--- src/rtl/llsc_mem_ctrl.sv ---
// MEM-stage data-memory access controller for LW/SW/LL/SC.
// Drives the data-side SRAM-like bus and the LLbit register write port.
module llsc_mem_ctrl #(
    parameter int ADDR_W = 32,
    parameter int DATA_W = 32
) (
    input  logic              clk,
    input  logic              rst_n,
    input  logic              op_valid,
    input  logic [1:0]        op_type,
    input  logic [ADDR_W-1:0] op_addr,
    input  logic [DATA_W-1:0] op_wdata,
    input  logic              flush,
    input  logic              ll_bit,
    output logic              ll_bit_i,
    output logic              wll,
    output logic              data_req,
    output logic              data_wr,
    output logic [ADDR_W-1:0] data_addr,
    output logic [DATA_W-1:0] data_wdata,
    input  logic              data_addr_ok,
    input  logic              data_data_ok,
    input  logic [DATA_W-1:0] data_rdata,
    output logic              stall,
    output logic              done,
    output logic [DATA_W-1:0] rdata_o,
    output logic              addr_exc
);

    typedef enum logic [2:0] {
        S_IDLE,
        S_ADDR,
        S_DATA,
        S_FAIL,
        S_DRAIN
    } state_t;

    localparam logic [1:0] OP_LW = 2'b00;
    localparam logic [1:0] OP_SW = 2'b01;
    localparam logic [1:0] OP_LL = 2'b10;
    localparam logic [1:0] OP_SC = 2'b11;

    state_t            state;
    state_t            state_n;
    logic [1:0]        type_q;
    logic [ADDR_W-1:0] addr_q;
    logic [DATA_W-1:0] wdata_q;
    logic [ADDR_W-1:2] ll_addr;
    logic [DATA_W-1:0] rdata_q;
    logic              addr_exc_q;

    logic              accept;
    logic              misaligned;
    logic              done_c;
    logic [DATA_W-1:0] result;
    logic              wll_c;
    logic              ll_next_c;
    logic              link_hit;

    assign accept     = (state == S_IDLE) && op_valid && !flush;
    assign misaligned = (op_addr[1:0] != 2'b00);
    assign link_hit   = (addr_q[ADDR_W-1:2] == ll_addr) && ll_bit;

    always_comb begin
        state_n = state;
        done_c  = 1'b0;
        result  = rdata_q;
        unique case (state)
            S_IDLE: begin
                if (accept) begin
                    if (misaligned)
                        state_n = S_IDLE;
                    else if (op_type == OP_SC && !ll_bit)
                        state_n = S_FAIL;
                    else
                        state_n = S_ADDR;
                end
            end
            S_ADDR: begin
                // An accepted request must still see its response
                if (flush)
                    state_n = data_addr_ok ? S_DRAIN : S_IDLE;
                else if (data_addr_ok)
                    state_n = S_DATA;
            end
            S_DATA: begin
                if (data_data_ok) begin
                    state_n = S_IDLE;
                    done_c  = !flush;
                    unique case (type_q)
                        OP_SC:   result = {{(DATA_W-1){1'b0}}, 1'b1};
                        OP_SW:   result = '0;
                        default: result = data_rdata;
                    endcase
                end else if (flush) begin
                    state_n = S_DRAIN;
                end
            end
            S_FAIL: begin
                state_n = S_IDLE;
                done_c  = !flush;
                result  = '0;
            end
            S_DRAIN: begin
                if (data_data_ok)
                    state_n = S_IDLE;
            end
            default: state_n = S_IDLE;
        endcase
    end

    // LLbit register samples every cycle: pass ll_bit through unless writing
    always_comb begin
        wll_c     = 1'b0;
        ll_next_c = ll_bit;
        if (flush) begin
            wll_c     = 1'b1;
            ll_next_c = 1'b0;
        end else if (done_c) begin
            unique case (type_q)
                OP_LL: begin
                    wll_c     = 1'b1;
                    ll_next_c = 1'b1;
                end
                OP_SC: begin
                    if (state == S_DATA) begin
                        wll_c     = 1'b1;
                        ll_next_c = 1'b0;
                    end
                end
                OP_SW: begin
                    if (link_hit) begin
                        wll_c     = 1'b1;
                        ll_next_c = 1'b0;
                    end
                end
                default: ;
            endcase
        end
    end

    always_ff @(posedge clk) begin
        if (!rst_n) begin
            state      <= S_IDLE;
            type_q     <= OP_LW;
            addr_q     <= '0;
            wdata_q    <= '0;
            ll_addr    <= '0;
            rdata_q    <= '0;
            addr_exc_q <= 1'b0;
        end else begin
            state      <= state_n;
            addr_exc_q <= accept && misaligned;
            if (accept) begin
                type_q  <= op_type;
                addr_q  <= op_addr;
                wdata_q <= op_wdata;
            end
            if (done_c)
                rdata_q <= result;
            if (done_c && type_q == OP_LL)
                ll_addr <= addr_q[ADDR_W-1:2];
        end
    end

    assign done       = rst_n && done_c;
    assign rdata_o    = done ? result : rdata_q;
    assign addr_exc   = addr_exc_q;
    assign data_req   = rst_n && (state == S_ADDR);
    assign data_wr    = data_req && type_q[0];
    assign data_addr  = addr_q;
    assign data_wdata = wdata_q;
    assign wll        = rst_n && wll_c;
    assign ll_bit_i   = rst_n ? ll_next_c : ll_bit;
    assign stall      = rst_n &&
                        (((state == S_IDLE) && op_valid) ||
                         ((state != S_IDLE) && !done_c));

endmodule

--- config.mk ---
export PLATFORM = sky130hd
export DESIGN_NAME = llsc_mem_ctrl
export DESIGN_NICKNAME = d
export VERILOG_FILES = /design/src/rtl/llsc_mem_ctrl.sv
export SDC_FILE = /design/constraint.sdc
export NUM_CORES = 1
export LEC_CHECK = 0
export CAP_MARGIN = 20
export CORE_MARGIN = 4
export CORE_UTILIZATION = 45
export DETAILED_ROUTE_END_ITERATION = 16
export PLACE_DENSITY = 0.81
export SLEW_MARGIN = 0
export SYNTH_ARGS = -nofsm -noshare
export SYNTH_HDL_FRONTEND = slang
export SYNTH_SLANG_ARGS = --single-unit
--- constraint.sdc ---
create_clock -name clk -period 2.45 [get_ports clk]
set_input_delay 0.49 -clock clk [delete_from_list [all_inputs] [get_ports clk]]
set_output_delay 0.49 -clock clk [all_outputs]
set_load 0.02 [all_outputs]
==> results.toml <==
[drt]
vias = 5298
highest_layer = "met4"
avgRoutedWirePerCell_microns = 16.6
drt-total-wl_microns = 17000
m1WireLength_microns = 7080
first_pass_iters = 6
drc = 0
route.met3.wl_microns = 1080
dr_wl_met2_microns = 8490
via_per_inst = 5.15
antenna_left = 0
first_iter_violations = 286

[timing]
post-route-period-util_pct = 105
skew_ns = 0.0127
grt_setup_unrepaired = "yes"
fmax_mhz = 389
setup_viol = 2
fin_worst_hold_slack_ns = 0.452
slew_headroom_pct = 61.9
max_slew.worst_pin.slew_ns = 0.569
finalWorstSetupSlack_ns = -0.122
finalHoldViolations = 0
finalMaxSlewViolations = 0
fin_crit_ns = 2.57

[floorplanning]
die_h_microns = 120
coreArea_sq_um = 12100
start_util_pct = 46.2
ios = 208
die_area_sq_um = 14300
placementRows = 40
dieWidth_microns = 120

[clocking]
cts_tree = "done"
ctsHoldBuffers = 0
htreeDepth = 4
clk_pin_slew_ns = 0.05
cts-buffers-inserted = 17
cts-root-buf = "clkbuf_16"
clockBufferDepth = 2
clock_sinks = 132
insertion_delay_ns = 0.41

[critical_path]
r2r_end = "rdata_q[20]"
reg2reg_setup_slack_ns = 0.55
r2r-start = "state[0]"
critPathArrivalTime_ns = 2.08
path_max_fanout = 2
crit_type = "reg -> out"
slowest_delay_ns = 0.32
cp-startpoint = "data_addr[5]"
cpMostUsedCell = "nand4_1"
worstRegToRegCells = 7
crit_path_end_kind = "output pin"
crit_required_ns = 1.96
cp_cell_sequence = "xnor2_1 -> nand4_1 -> nor4_1 -> nand4_1 -> a22o_1 -> buf_6"
startpoint_type = "register"
crit_slowest_cell = "dfxtp_1"
endpoint = "ll_bit_i"

[worst_hold_path]
min_path_type = "reg -> reg"

[logic_synthesis]
ys_async_sr_fraction_pct = 0
yosys.area.top_type = "dfxtp_1"
ys_seq_elements = 132
ys_types = 37
yosysWarnings = 0
synth_area_sq_um = 5600
yosysTopAreaCellShare_pct = 47.2
yosysSeqAreaShare_pct = 47.2
synth_edf_count = 0
yosys_most_used_dff = "dfxtp_1"
synthCells = 599
syn_nets = 704
synth_area_per_cell_sq_um = 9.35
synthTopCellsByArea = "dfxtp_1 47%, a22o_1 9.9%, nand2_1 9.1%"

[power]
peakVddDrop_uv = 458
p_sw_mw = 1.20
power.density_nw_per_um2 = 594
p_leak_nw = 3.46
swShare_pct = 23.1
p_int_mw = 3.99
power_frac_seq_pct = 43.1
p_clk_share_pct = 43.8
total_power_mw = 5.18
comb_power_share_pct = 13.0

[final_layout]
nets = 953
syn2layout_area_growth_pct = 55.9
drive_above_1_share_pct = 17.1
layout_common_cells = "166 x clkdlybuf4s50_1, 135 x nand2_1, 129 x dfxtp_1"
final_core_util_pct = 72.1
fillers = 904
final_common_cell = "clkdlybuf4s50_1"
stdcell_count = 1028

[placed_design]
hpwlAfterDp_microns = 11900
portBuffers = 207
place_inst = 989
place_congestion = 0.803
dpl_worst_slack_ns = -0.501

[global_route]
grt_max_degree = 62
grt-ovfl-total = 0
track_usage_pct = 22.9
grt_pass1_wl_microns = 26500
antenna_found_initial = 1
grt_pass1_vias = 5381

[flow_run]
maxCapViolCount = 0

[outcome]
failed_checks = "setup timing"
status = "complete, but fails checks"
[per-layer routing]
metal / GRT usage (%) / vias up
met1: 26.4 / 2512
met5: 0 / -
met2: 39.8 / 185
met4: 8.30 / 0
li1: - / 2571
met3: 7.21 / 30
[power groups by stage]
stage	Combinational, mW	Clock [mW]	Sequential [mW]
6_report	0.676	2.27	2.24
5_1_grt	0.720	2.41	2.24
4_1_cts	0.675	2.30	2.24
3_5_place_dp	0.663	0	2.28
3_3_place_gp	0.651	0	2.28
2_1_floorplan	0.193	0	2.35
[state kept, by name, indices dropped and copies added, names as in the netlist]
| signal | flops |
|---|---|
| addr_exc | 1 |
| data_addr | 32 |
| data_wdata | 32 |
| ll_addr | 30 |
| rdata_q | 32 |
| state | 3 |
| type_q | 2 |
[worst min path at each step]
stage / end / cells after the start / startpoint / slack (ns)
5_1_grt: data_wdata[1] / 2 / data_wdata[1] / 0.48
6_report: data_wdata[11] / 2 / data_wdata[11] / 0.45
3_3_place_gp: rdata_q[0] / 1 / rdata_q[0] / 0.43
3_5_place_dp: rdata_q[0] / 1 / rdata_q[0] / 0.44
2_1_floorplan: rdata_q[0] / 1 / rdata_q[0] / 0.43
4_1_cts: data_wdata[11] / 2 / data_wdata[11] / 0.45
[metrics by stage]
step / area, sq um / setup TNS (ns)
global placement: 8180 / -21.12
detailed placement: 8180 / -27.98
global route: 8730 / -0.352
floorplan: 5600 / 0
CTS: 8660 / -0.205
finish: 8730 / -0.181
[area by class of cell]
class	count	area (sq um)	share of cell area [%]
clock inverter	4	22.5	0.258
multi-input combinational	417	2770	31.7
timing repair buffer	277	2550	29.3
inverter	3	11.3	0.129
antenna	1	2.50	0.0287
sequential	132	2650	30.3
tap	168	210	2.41
clock buffer	26	509	5.83
[cell usage after synthesis (3+ instances only)]
master	number
nand2_1	135
dfxtp_1	132
a22o_1	63
a21boi_1	41
mux2i_1	33
nor2b_1	33
a21boi_0	26
clkbuf_1	21
xnor2_1	20
buf_2	19
xor2_1	10
nor2_1	8
nand4_1	6
nor4_1	6
a21oi_1	4
o21ai_0	4
and3_1	3
buf_1	3
buf_6	3
inv_1	3
nand3_1	3
nor3b_1	3
[worst max-delay path, delay by kind of cell, from the launching register on]
family                 cells  cell delay, ns
XOR/XNOR                   1            0.29
flip-flops                 1            0.32
buffers and inverters      1            0.13
AND/OR/NAND/NOR            3            0.63
AO/OA/AOI/OAI              1            0.30
[cells by family (layout without fill, tap and decap cells)]
group,count (synthesis),count (layout),share of synthesized area [%]
XOR/XNOR,30,30,4.69
other,0,1,0
flip-flops,132,132,47.2
buffers and inverters,50,310,4.25
AND/OR/NAND/NOR,211,211,17.8
AO/OA/AOI/OAI,143,143,20.1
multiplexers,33,33,5.90
[repair_timing]
action,in CTS,in global routing
pin swaps,9,5
buffers inserted,4,1
endpoints found under the setup margin,47,24
gates resized for setup,160,9
gates cloned,1,1
endpoints found under the hold margin,0,0
No activity file was read; power rests on OpenSTA's default activity.
==> variant, RTL diff (config.mk and constraints unchanged) <==
Set the parameter `DATA_W` to 16 (it was 32).
--- a/src/rtl/llsc_mem_ctrl.sv
+++ b/src/rtl/llsc_mem_ctrl.sv
@@ -4,3 +4,3 @@
     parameter int ADDR_W = 32,
-    parameter int DATA_W = 32
+    parameter int DATA_W = 16
 ) (
Ports: changed (resized data_rdata, data_wdata, op_wdata and rdata_o); port bits go from 208 to 144. The function was not compared with the original's and may differ.
==> variant against the original RTL <==
The run still ends with negative setup slack left; critical path depth increased by 2; worst setup slack improved by 0.065 ns; area after synthesis is 20% lower; clock skew up 0.0037 ns; wire length down 26%; die area decreased by 18%; fmax up 2.6%; final cell count decreased by 22%; total power decreased by 34%; clock power fell by 52%; cell area decreased by 24%; sequential cell count is 32 lower; critical path type unchanged; highest routed layer unchanged.
==> variant: results (changes against the original RTL) <==
| Metric | Value |
|---|---|
| Number of fill cells | 809 (-11%) |
| Setup Viol. Count Final | 2 (unchanged) |
| Pre-antenna DRT Iters | 4 (-2) |
| Diodes inserted | 0 (-1) |
| DP HPWL | 9020 um (-24%) |
| Drt wl/cell | 15.6 um (-5.5%) |
| First-pass GRT wire length | 19800 um (-25%) |
| GRT Total Usage | 21.4% (-1.5 points) |
| Initial DRC count | 180 (-37%) |
| Synth top area cells | dfxtp_1 (44%), nand2_1 (8.8%), a21boi_1 (8.5%) |
| Peak VDD IR | 0.298 mV (-35%) |
| Clock skew | 0.0165 ns (+0.00374 ns) |
| Net Switching | 0.000917 W (-23%) |
| Leakage | 2.66 nW (-23%) |
| Failing checks | negative setup slack |
| Port buffer count | 143 (-31%) |
| Worst path max stage delay | 0.34 ns (+0.02 ns) |
| Count of different cell masters after synthesis | 46 (+24%) |
| Initial antenna violation count | 0 (-1) |
| Synth top cells by count | nand2_1 (106), dfxtp_1 (100), a21boi_1 (51) |
| Vias in the first global route | 4069 (-24%) |
| H-tree levels | 3 (-1) |
| Vias/cell | 5.03 (-2.4%) |
| Worst setup margin | -0.0568 ns (+0.0653 ns) |
| Status | finished, violations left |
==> variant: metal layers <==
layer  wire length (um)  up-vias  part of all wire, %  track usage [%]
met1               5300     1930                   42             26.6
met3                434       21                  3.5             3.04
met5                  0        -                    0                0
li1                   -     2002                    -                -
met4                276        0                  2.2             9.56
met2               6540       79                   52             36.6
==> variant: area by class of cell <==
| class | instances | share of cell area, % |
|---|---|---|
| multi-input cells | 340 | 35.0 |
| flip-flops and latches | 100 | 30.3 |
| repair buffers | 208 | 28.7 |
| well taps | 133 | 2.50 |
| clock buffers | 10 | 2.07 |
| clock inverters | 6 | 1.07 |
| inverters | 5 | 0.320 |
==> variant: stage by stage <==
step / hold WS, ns / cell area [um2] / setup WS [ns] / std cells / setup TNS, ns
4_1_cts: 0.458 / 6670 / -0.138 / 799 / -0.256
6_report: 0.456 / 6650 / -0.0568 / 802 / -0.0837
2_1_floorplan: 0.427 / 4500 / 0.207 / 476 / 0
5_1_grt: 0.470 / 6650 / -0.181 / 802 / -0.370
3_5_place_dp: 0.445 / 6370 / -0.514 / 778 / -9.83
3_3_place_gp: 0.437 / 6370 / -0.474 / 778 / -8.17
==> variant: power groups by stage <==
stage	Clock [W]	Sequential [W]	Combinational [W]
after floorplan	0	0.00181	0.000216
after global placement	0	0.00175	0.000625
after detailed placement	0	0.00175	0.000635
after CTS	0.00111	0.00171	0.000641
after global routing	0.00119	0.00172	0.000690
final	0.00109	0.00171	0.000642
==> variant: worst paths after layout <==
kind	start	to	slack (ns)	depth (start not counted)
max	ll_addr[23]$_SDFFE_PN0P_	ll_bit_i	-0.06	8
min	data_wdata[12]$_SDFFE_PN0P_	data_wdata[12]$_SDFFE_PN0P_	0.46	2
max reg2reg	state[0]$_SDFFE_PN0P_	rdata_q[3]$_SDFFE_PN0P_	0.40	6
min reg2reg	data_wdata[12]$_SDFFE_PN0P_	data_wdata[12]$_SDFFE_PN0P_	0.46	2
==> variant: logic make-up after synthesis <==
logic type | after synthesis | share of synthesized area, %
muxes | 32 | 7.12
xor gates and xnor gates | 30 | 5.84
DFF | 100 | 44.5
and+or+nand+nor | 181 | 20.5
AOI/OAI and AO/OA | 95 | 16.8
buffers and inverters | 38 | 5.36
==> variant: critical path, delay by kind of cell (launching register included) <==
family,cells,cell delay (ns)
flops,1,0.34
xor+xnor,1,0.15
buf+inv,3,0.48
simple gates,3,0.64
compound gates,1,0.05
==> variant: timing repair <==
item	4_1_cts	5_1_grt
setup endpoints to repair	22	19
hold endpoints to repair	0	0
pin swaps	6	7
buffers inserted	4	4
gates cloned	2	0
resized for setup	76	21
